`src/rtl/led_sequencer_pkg.sv`:
```
// Shared constants for the LED sequencer: switch mode encodings, FSM states
// and the pattern seeds loaded when a mode is entered.
package led_sequencer_pkg;

    localparam int PAT_W = 7;

    typedef enum logic [1:0] {
        MODE_OFF    = 2'b00,
        MODE_CHASE  = 2'b01,
        MODE_BOUNCE = 2'b10,
        MODE_COUNT  = 2'b11
    } mode_t;

    typedef enum logic {
        ST_LOAD = 1'b0,
        ST_RUN  = 1'b1
    } state_t;

    localparam logic [PAT_W-1:0] SEED_OFF    = 7'b0000000;
    localparam logic [PAT_W-1:0] SEED_CHASE  = 7'b0000001;
    localparam logic [PAT_W-1:0] SEED_BOUNCE = 7'b0000001;
    localparam logic [PAT_W-1:0] SEED_COUNT  = 7'b0000000;

    function automatic logic [PAT_W-1:0] seed_for(input mode_t mode);
        case (mode)
            MODE_CHASE:  seed_for = SEED_CHASE;
            MODE_BOUNCE: seed_for = SEED_BOUNCE;
            MODE_COUNT:  seed_for = SEED_COUNT;
            default:     seed_for = SEED_OFF;
        endcase
    endfunction

endpackage

```
`src/rtl/led_sequencer_switch_debounce.sv`:
```
// One switch bit: two-flop synchronizer followed by a debouncer that accepts
// a new level only after DEBOUNCE_LEN consecutive differing cycles.
module switch_debounce #(
    parameter int DEBOUNCE_LEN = 50000
) (
    input  logic clk,
    input  logic rst,
    input  logic raw,
    output logic stable
);

    localparam int CNT_W = (DEBOUNCE_LEN > 2) ? $clog2(DEBOUNCE_LEN) : 1;
    localparam logic [CNT_W-1:0] CNT_LAST = CNT_W'(DEBOUNCE_LEN - 1);

    logic             sync_a;
    logic             sync_b;
    logic [CNT_W-1:0] cnt;

    always_ff @(posedge clk or posedge rst) begin
        if (rst) begin
            sync_a <= 1'b0;
            sync_b <= 1'b0;
            stable <= 1'b0;
            cnt    <= '0;
        end else begin
            sync_a <= raw;
            sync_b <= sync_a;
            // Any cycle that agrees with the accepted level restarts the run.
            if (sync_b == stable) begin
                cnt <= '0;
            end else if (cnt == CNT_LAST) begin
                stable <= sync_b;
                cnt    <= '0;
            end else begin
                cnt <= cnt + 1'b1;
            end
        end
    end

endmodule

```
`src/rtl/led_sequencer.sv`:
```
// Switch-controlled 7-LED pattern generator: debounced mode/fast/pause inputs
// drive a LOAD/RUN FSM, a step tick counter and the pattern datapath.
module led_sequencer #(
    parameter int TICK_DIV     = 4000000,
    parameter int DEBOUNCE_LEN = 50000
) (
    input  logic       SYSTEMCLOCK,
    input  logic       RESET,
    input  logic [3:0] Switch_input,
    output logic [6:0] LED_output
);

    import led_sequencer_pkg::*;

    localparam int TICK_W = $clog2(TICK_DIV);
    localparam logic [TICK_W-1:0] LAST_SLOW = TICK_W'(TICK_DIV - 1);
    localparam logic [TICK_W-1:0] LAST_FAST = TICK_W'(TICK_DIV / 4 - 1);

    logic [3:0]        sw_deb;
    mode_t             deb_mode;
    logic              deb_fast;
    logic              deb_pause;

    state_t            state;
    mode_t             cur_mode;
    logic [PAT_W-1:0]  pattern;
    logic              dir_down;
    logic [TICK_W-1:0] tick;
    logic              fast_prev;

    logic [TICK_W-1:0] tick_last;
    logic              mode_change;
    logic              fast_change;
    logic [PAT_W-1:0]  next_pattern;
    logic              next_dir;

    for (genvar i = 0; i < 4; i++) begin : g_sw
        switch_debounce #(
            .DEBOUNCE_LEN(DEBOUNCE_LEN)
        ) u_deb (
            .clk   (SYSTEMCLOCK),
            .rst   (RESET),
            .raw   (Switch_input[i]),
            .stable(sw_deb[i])
        );
    end

    assign deb_mode    = mode_t'(sw_deb[1:0]);
    assign deb_fast    = sw_deb[2];
    assign deb_pause   = sw_deb[3];
    assign tick_last   = deb_fast ? LAST_FAST : LAST_SLOW;
    assign mode_change = (deb_mode != cur_mode);
    assign fast_change = (deb_fast != fast_prev);
    assign LED_output  = pattern;

    always_comb begin
        next_pattern = pattern;
        next_dir     = dir_down;
        case (cur_mode)
            MODE_CHASE: next_pattern = {pattern[PAT_W-2:0], pattern[PAT_W-1]};
            MODE_BOUNCE: begin
                // Reverse as soon as an endpoint is reached so it shows for one step.
                if (!dir_down) begin
                    next_pattern = pattern << 1;
                    if (next_pattern[PAT_W-1]) next_dir = 1'b1;
                end else begin
                    next_pattern = pattern >> 1;
                    if (next_pattern[0]) next_dir = 1'b0;
                end
            end
            MODE_COUNT: next_pattern = pattern + 1'b1;
            default:    next_pattern = SEED_OFF;
        endcase
    end

    always_ff @(posedge SYSTEMCLOCK or posedge RESET) begin
        if (RESET) begin
            state     <= ST_LOAD;
            cur_mode  <= MODE_OFF;
            pattern   <= '0;
            dir_down  <= 1'b0;
            tick      <= '0;
            fast_prev <= 1'b0;
        end else begin
            fast_prev <= deb_fast;
            case (state)
                ST_LOAD: begin
                    pattern  <= seed_for(deb_mode);
                    dir_down <= 1'b0;
                    tick     <= '0;
                    cur_mode <= deb_mode;
                    state    <= ST_RUN;
                end
                default: begin
                    // Priority: mode change, then speed change, then pause, then stepping.
                    if (mode_change) begin
                        state <= ST_LOAD;
                    end else if (fast_change) begin
                        tick <= '0;
                    end else if (!deb_pause) begin
                        if (tick == tick_last) begin
                            tick     <= '0;
                            pattern  <= next_pattern;
                            dir_down <= next_dir;
                        end else begin
                            tick <= tick + 1'b1;
                        end
                    end
                end
            endcase
        end
    end

endmodule
```
`config.mk`:
```
export PLATFORM = sky130hd
export DESIGN_NAME = led_sequencer
export DESIGN_NICKNAME = d
export VERILOG_FILES = /design/src/rtl/led_sequencer_pkg.sv /design/src/rtl/led_sequencer_switch_debounce.sv /design/src/rtl/led_sequencer.sv
export SDC_FILE = /design/constraint.sdc
export NUM_CORES = 1
export LEC_CHECK = 0
export CAP_MARGIN = 20
export CORE_MARGIN = 2
export CORE_UTILIZATION = 35
export DETAILED_ROUTE_END_ITERATION = 10
export DONT_BUFFER_PORTS = 1
export MAX_ROUTING_LAYER = met4
export PLACE_DENSITY_LB_ADDON = 0.25
export SLEW_MARGIN = 5
export SYNTH_ARGS = -nofsm -noshare
export SYNTH_HDL_FRONTEND = slang
export SYNTH_SLANG_ARGS = --single-unit
```
`constraint.sdc`:
```
create_clock -name SYSTEMCLOCK -period 3.5 [get_ports SYSTEMCLOCK]
set_clock_uncertainty 0.1 [all_clocks]
set_input_delay 0.7 -clock SYSTEMCLOCK [delete_from_list [all_inputs] [get_ports SYSTEMCLOCK]]
set_output_delay 0.7 -clock SYSTEMCLOCK [all_outputs]
set_load 0.02 [all_outputs]
```
After elaboration in Yosys (flattened, before gate mapping)

Cells that the tools add are included.
W data, S select, Z words.

Reduce and logical (&&, ||, !) cells: 8
Equal/unequal tests: 22
Bitwise gates (word level): 4
Mux-type cells: 33
Shift operators: 0
Magnitude comparators: 0
Div/mod/pow operators: 0
$mul: 0
$add $sub $neg: 6

Operators with widths:

| kind                    | count |
|---|---|
| $mux W22                | 6 |
| $mux W16                | 8 |
| $add A16 B1 Y16 const B | 4 |
| $eq A16 B16 Y1 const B  | 4 |
| $mux W7                 | 6 |
| $add A22 B1 Y22 const B | 1 |
| $eq A22 B22 Y1          | 1 |
| $pmux W7 S3             | 1 |
| $mux W1                 | 12 |
| $reduce_and A2 Y1       | 5 |
| $add A7 B1 Y7 const B   | 1 |
| $eq A2 B2 Y1 const B    | 3 |
| $ne A2 B2 Y1 const B    | 3 |
| $reduce_and A5 Y1       | 1 |
| $eq A1 B1 Y1            | 4 |
| $eq A2 B1 Y1 const B    | 2 |
| $ne A2 B1 Y1 const B    | 2 |
| $not A1 Y1              | 4 |
| $reduce_and A4 Y1       | 1 |
| $ne A3 B3 Y1 const B    | 1 |
| $ne A2 B2 Y1            | 1 |
| $reduce_or A2 Y1        | 1 |
| $ne A1 B1 Y1            | 1 |

Latch bits: 0
Bits in writable memories: 0
Memory bits (read-only): 0
Register bits: 110
Bits of input ports: 6
Output and inout bits: 7
Word-level logic and storage cells: 95
Memories kept: 0

Depth between registers and ports, before layout

Word-level depth: 8
Mapped depth: 7

Modules after synthesis

Synthesis repeated with hierarchy kept, for this count alone.

Cell total of the unflattened synthesis: 587
Area total of the unflattened synthesis: 6115.9 µm²

By module, submodules not included:

| module          | area each (µm²) | times used | cells each | seq. area each (µm²) |
|---|---|---|---|---|
| switch_debounce | 982.2           | 4          | 87         | 475.5 |
| led_sequencer   | 2187.1          | 1          | 239        | 850.8 |

Worst setup path after synthesis

OpenSTA, ideal clock, no wires.

Path type: flip-flop to flip-flop
From: reg g_sw[2].u_deb.stable
To: reg dir_down
Arrival time: 1.819 ns
Cell stages (with the launch flop): 7
Clock period less this slack: 2.039 ns
Data required time: 3.280 ns
Slack: 1.461 ns
Cell sequence: dfrtp_1 -> or3_1 -> o32a_2 -> nor4b_4 -> buf_6 -> nand4_1 -> and3_1

Longest elaborated chain between the ends: 4

RTL lines:

| item                          | RTL line                            | source |
|---|---|---|
| start: declaration            | led_sequencer_switch_debounce.sv:9  | `output logic stable` |
| start signal: assignment      | led_sequencer_switch_debounce.sv:32 | `stable <= sync_b;` |
| $mux W22                      | led_sequencer.sv:51                 | `assign tick_last = deb_fast ? LAST_FAST : LAST_SLOW;` |
| $eq A22 B22 Y1                | led_sequencer.sv:101                | `if (tick == tick_last) begin` |
| $ne A2 B1 Y1 (no line)        | -                                   |  |
| $reduce_and A5 Y1 (no line) * | -                                   |  |
| end signal: assignment        | led_sequencer.sv:104                | `dir_down <= next_dir;` |
| end: declaration              | led_sequencer.sv:27                 | `logic dir_down;` |

Mark *: on every way between the ends. The rest lies on a longest branch, timed or not.
A chain may end at the register's enable or synchronous reset.

Worst setup path in the final report

From: reg cur_mode[1]
To: reg tick[21]

Longest elaborated chain between the ends: 3

RTL lines:

| item                        | RTL line             | source |
|---|---|---|
| start: declaration          | led_sequencer.sv:25  | `mode_t cur_mode;` |
| start signal: assignment    | led_sequencer.sv:91  | `cur_mode <= deb_mode;` |
| $ne A2 B2 Y1                | led_sequencer.sv:52  | `assign mode_change = (deb_mode != cur_mode);` |
| $ne A2 B2 Y1 (no line)      | -                    |  |
| $reduce_and A2 Y1 (no line) | -                    |  |
| end signal: assignment      | led_sequencer.sv:106 | `tick <= tick + 1'b1;` |
| end: declaration            | led_sequencer.sv:28  | `logic [TICK_W-1:0] tick;` |

Every way passes these cells.

==> flow_metrics.env <==
export IMPL_start_util_pct=35.4
export IMPL_path_clk_slew_ps=70
export IMPL_synthArstFlopShare_pct=100
export IMPL_finalPower_w=0.00242
export IMPL_netlist_area_leader_share_pct=49.3
export IMPL_maxSlewHeadroom_pct=52.7
export IMPL_drcViolationCount=0
export IMPL_intPower_w=0.00188
export IMPL_setup_viol=0
export IMPL_die_area_um2=17000
export IMPL_antenna_found_initial=0
export IMPL_required_ps=3630
export IMPL_netlist_area_um2=5590
export IMPL_synth_avg_cell_area_um2=9.72
export IMPL_rsz0062_at_grt="false"
export IMPL_cp_end_kind="register"
export IMPL_grt_pass1_vias=3876
export IMPL_final_cell_mix="110 x dfrtp_1, 99 x nor2_1, 43 x xnor2_1"
export IMPL_drt_iter0_drc=245
export IMPL_htreeDepth=3
export IMPL_cp_max_fo=18
export IMPL_clock_sinks=110
export IMPL_design_area_um2=6090
export IMPL_grt_overflow_total=0
export IMPL_root_buffer="clkbuf_16"
export IMPL_p_leak_nw=2.48
export IMPL_numCtsBuffers=9
export IMPL_rr_startpoint="cur_mode[1]"
export IMPL_hp_class="in -> async"
export IMPL_cts_resized=0
export IMPL_cts_hold_buf=0
export IMPL_period_share_pct=69.0
export IMPL_critical_path_arrival_ps=2550
export IMPL_r2r_slack_ps=1090
export IMPL_fin_cells=794
export IMPL_p_comb_share_pct=2.5
export IMPL_nets=585
export IMPL_via_count=4009
export IMPL_crit_type="reg -> reg"
export IMPL_synth_distinct_cells=52
export IMPL_hold_slack_ps=199
export IMPL_portBuffers=0
export IMPL_synth_edf_count=0
export IMPL_place_area_um2=5780
export IMPL_dp_hpwl_mm=7.33
export IMPL_ys_flop_type="dfrtp_1"
export IMPL_vias_per_cell=5.05
export IMPL_final_min_clock_period_ps=2410
export IMPL_final_setup_tns_ps=0
export IMPL_fmax_mhz=414
export IMPL_diodes=0
export IMPL_area_growth_pct=9.00
export IMPL_yosysWarnings=0
export IMPL_seq_power_share_pct=53.7
export IMPL_p_switching_w=0.000532
export IMPL_routedWlPerCell_um=13.5
export IMPL_grt_usage_pct=14.5
export IMPL_p_sw_share_pct=22.0
export IMPL_worst_pin_slew_ps=709
export IMPL_synth_area_leaders="dfrtp_1 49%, xnor2_1 6.7%, nor2_1 6.7%"
export IMPL_drive_gt1_share_pct=6.75
export IMPL_rows=46
export IMPL_cts_setup_buffers=0
export IMPL_drt_pass1_iterations=4
export IMPL_ios=13
export IMPL_irDropWorstVdd_mv=0.238
export IMPL_status="finished clean"
export IMPL_final_common_cell="dfrtp_1"
export IMPL_synth_area_leader_cell="dfrtp_1"
export IMPL_chipHeight_um=130
export IMPL_cts_tree="done"
export IMPL_r2r_end="tick[21]"
export IMPL_placed_cells=778
export IMPL_synth_cells=575
export IMPL_cts_buffer_depth=2
export IMPL_syn_num_nets=587
export IMPL_grt_pass1_wl_mm=18.8
export IMPL_power_density_nw_per_um2=397
export IMPL_synth_seq_cells=110
export IMPL_hold_viol_final=0
export IMPL_die_width_um=130
export IMPL_drv_cap=0
export IMPL_place_gp_congestion=0.804
export IMPL_seq_area_frac_synth_pct=49.3
export IMPL_core_um2=15800
export IMPL_totalWireLength_mm=10.7
export IMPL_startpoint_type="register"
export IMPL_slew_viol_final=0
export IMPL_r2r_cells=5
export IMPL_ant_nets=0
export IMPL_clockPowerShare_pct=43.8
export IMPL_grt_max_degree=62
export IMPL_insertion_delay_ps=350
-- worst max-delay path, stage by stage, from the launching register on --
cell and delay [ps]:
dfrtp_1 630, xor2_1 200, o21ai_2 600, and2_1 310
nand2b_1 110, o311ai_0 340
-- Yosys cell counts (all sizes together) (3+ instances only) --
cell type  number
buf             9
clkbuf          5
xnor2          44
nor3           26
a22o            8
and3           16
nor2           99
dfrtp         110
nand3          42
xor2           34
nand4          20
nor4b           4
nand2b          6
nor4           11
ha              6
nand2          42
mux2            6
o31ai           3
o21ai          16
a21oi           6
inv            19
or3             6
and2            3
nor2b           5
-- through the flow --
stage | util [%] | worst slack, ps
final | 38.6 | 1090
after global routing | 38.6 | 852
after CTS | 38.6 | 1040
after detailed placement | 36.7 | 1050
after global placement | 36.7 | 1180
after floorplan | - | 1370
-- worst max-delay path by stage --
stage,start,endpoint,slack (ps),depth (start not counted)
2_1_floorplan,RESET,LED_output[0],1370,1
3_3_place_gp,cur_mode[1],tick[13],1180,4
3_5_place_dp,cur_mode[1],tick[21],1050,5
4_1_cts,cur_mode[1],tick[21],1040,5
5_1_grt,cur_mode[1],tick[17],850,4
6_report,cur_mode[1],tick[21],1090,5
-- layout make-up --
| type | count | area (um^2) |
|---|---|---|
| clock inverters | 5 | 65.1 |
| flip-flops and latches | 110 | 2750 |
| clock buffers | 11 | 243 |
| multi-input cells | 431 | 2660 |
| fillers | 1600 | 9680 |
| inverters | 19 | 75.1 |
| well taps | 216 | 270 |
| repair buffers | 2 | 27.5 |
-- sequential cells by signal, summed over array words and instances, names as in the netlist --
signal and count:
g_sw.u_deb.cnt 64, g_sw.u_deb.sync_a 4, LED_output 7, state 1, dir_down 1, g_sw.u_deb.sync_b 4
tick 22, fast_prev 1, g_sw.u_deb.stable 4, cur_mode 2
-- kinds of logic (layout without fill, tap and decap cells) --
kind of cell               after synthesis  after routing  synth area share, %
and+or+nand+nor                        291            291                 25.7
DFF                                    110            110                 49.3
xor gates and xnor gates                78             78                 12.4
AOI/OAI and AO/OA                       48             48                 6.56
buffers and inverters                   34             37                 3.18
muxes                                    8              8                 1.57
adders and majority gates                6              6                 1.34
-- power by group through the flow --
stage	clock [W]	sequential, W	combinational [W]
2_1_floorplan	0	0.00132	0.0000447
3_3_place_gp	0	0.00132	0.0000608
3_5_place_dp	0	0.00132	0.0000631
4_1_cts	0.00110	0.00130	0.0000634
5_1_grt	0.00116	0.00130	0.0000719
6_report	0.00106	0.00130	0.0000592
-- metal layers --
layer | global-route usage [%] | vias up | share of wire [%]
li1 | - | 1983 | -
met3 | 3.65 | 11 | 2.7
met5 | - | - | 0
met4 | 4.88 | 0 | 1.5
met2 | 22.3 | 40 | 47
met1 | 18.7 | 1975 | 49
Power figures use the tool's default switching activity.
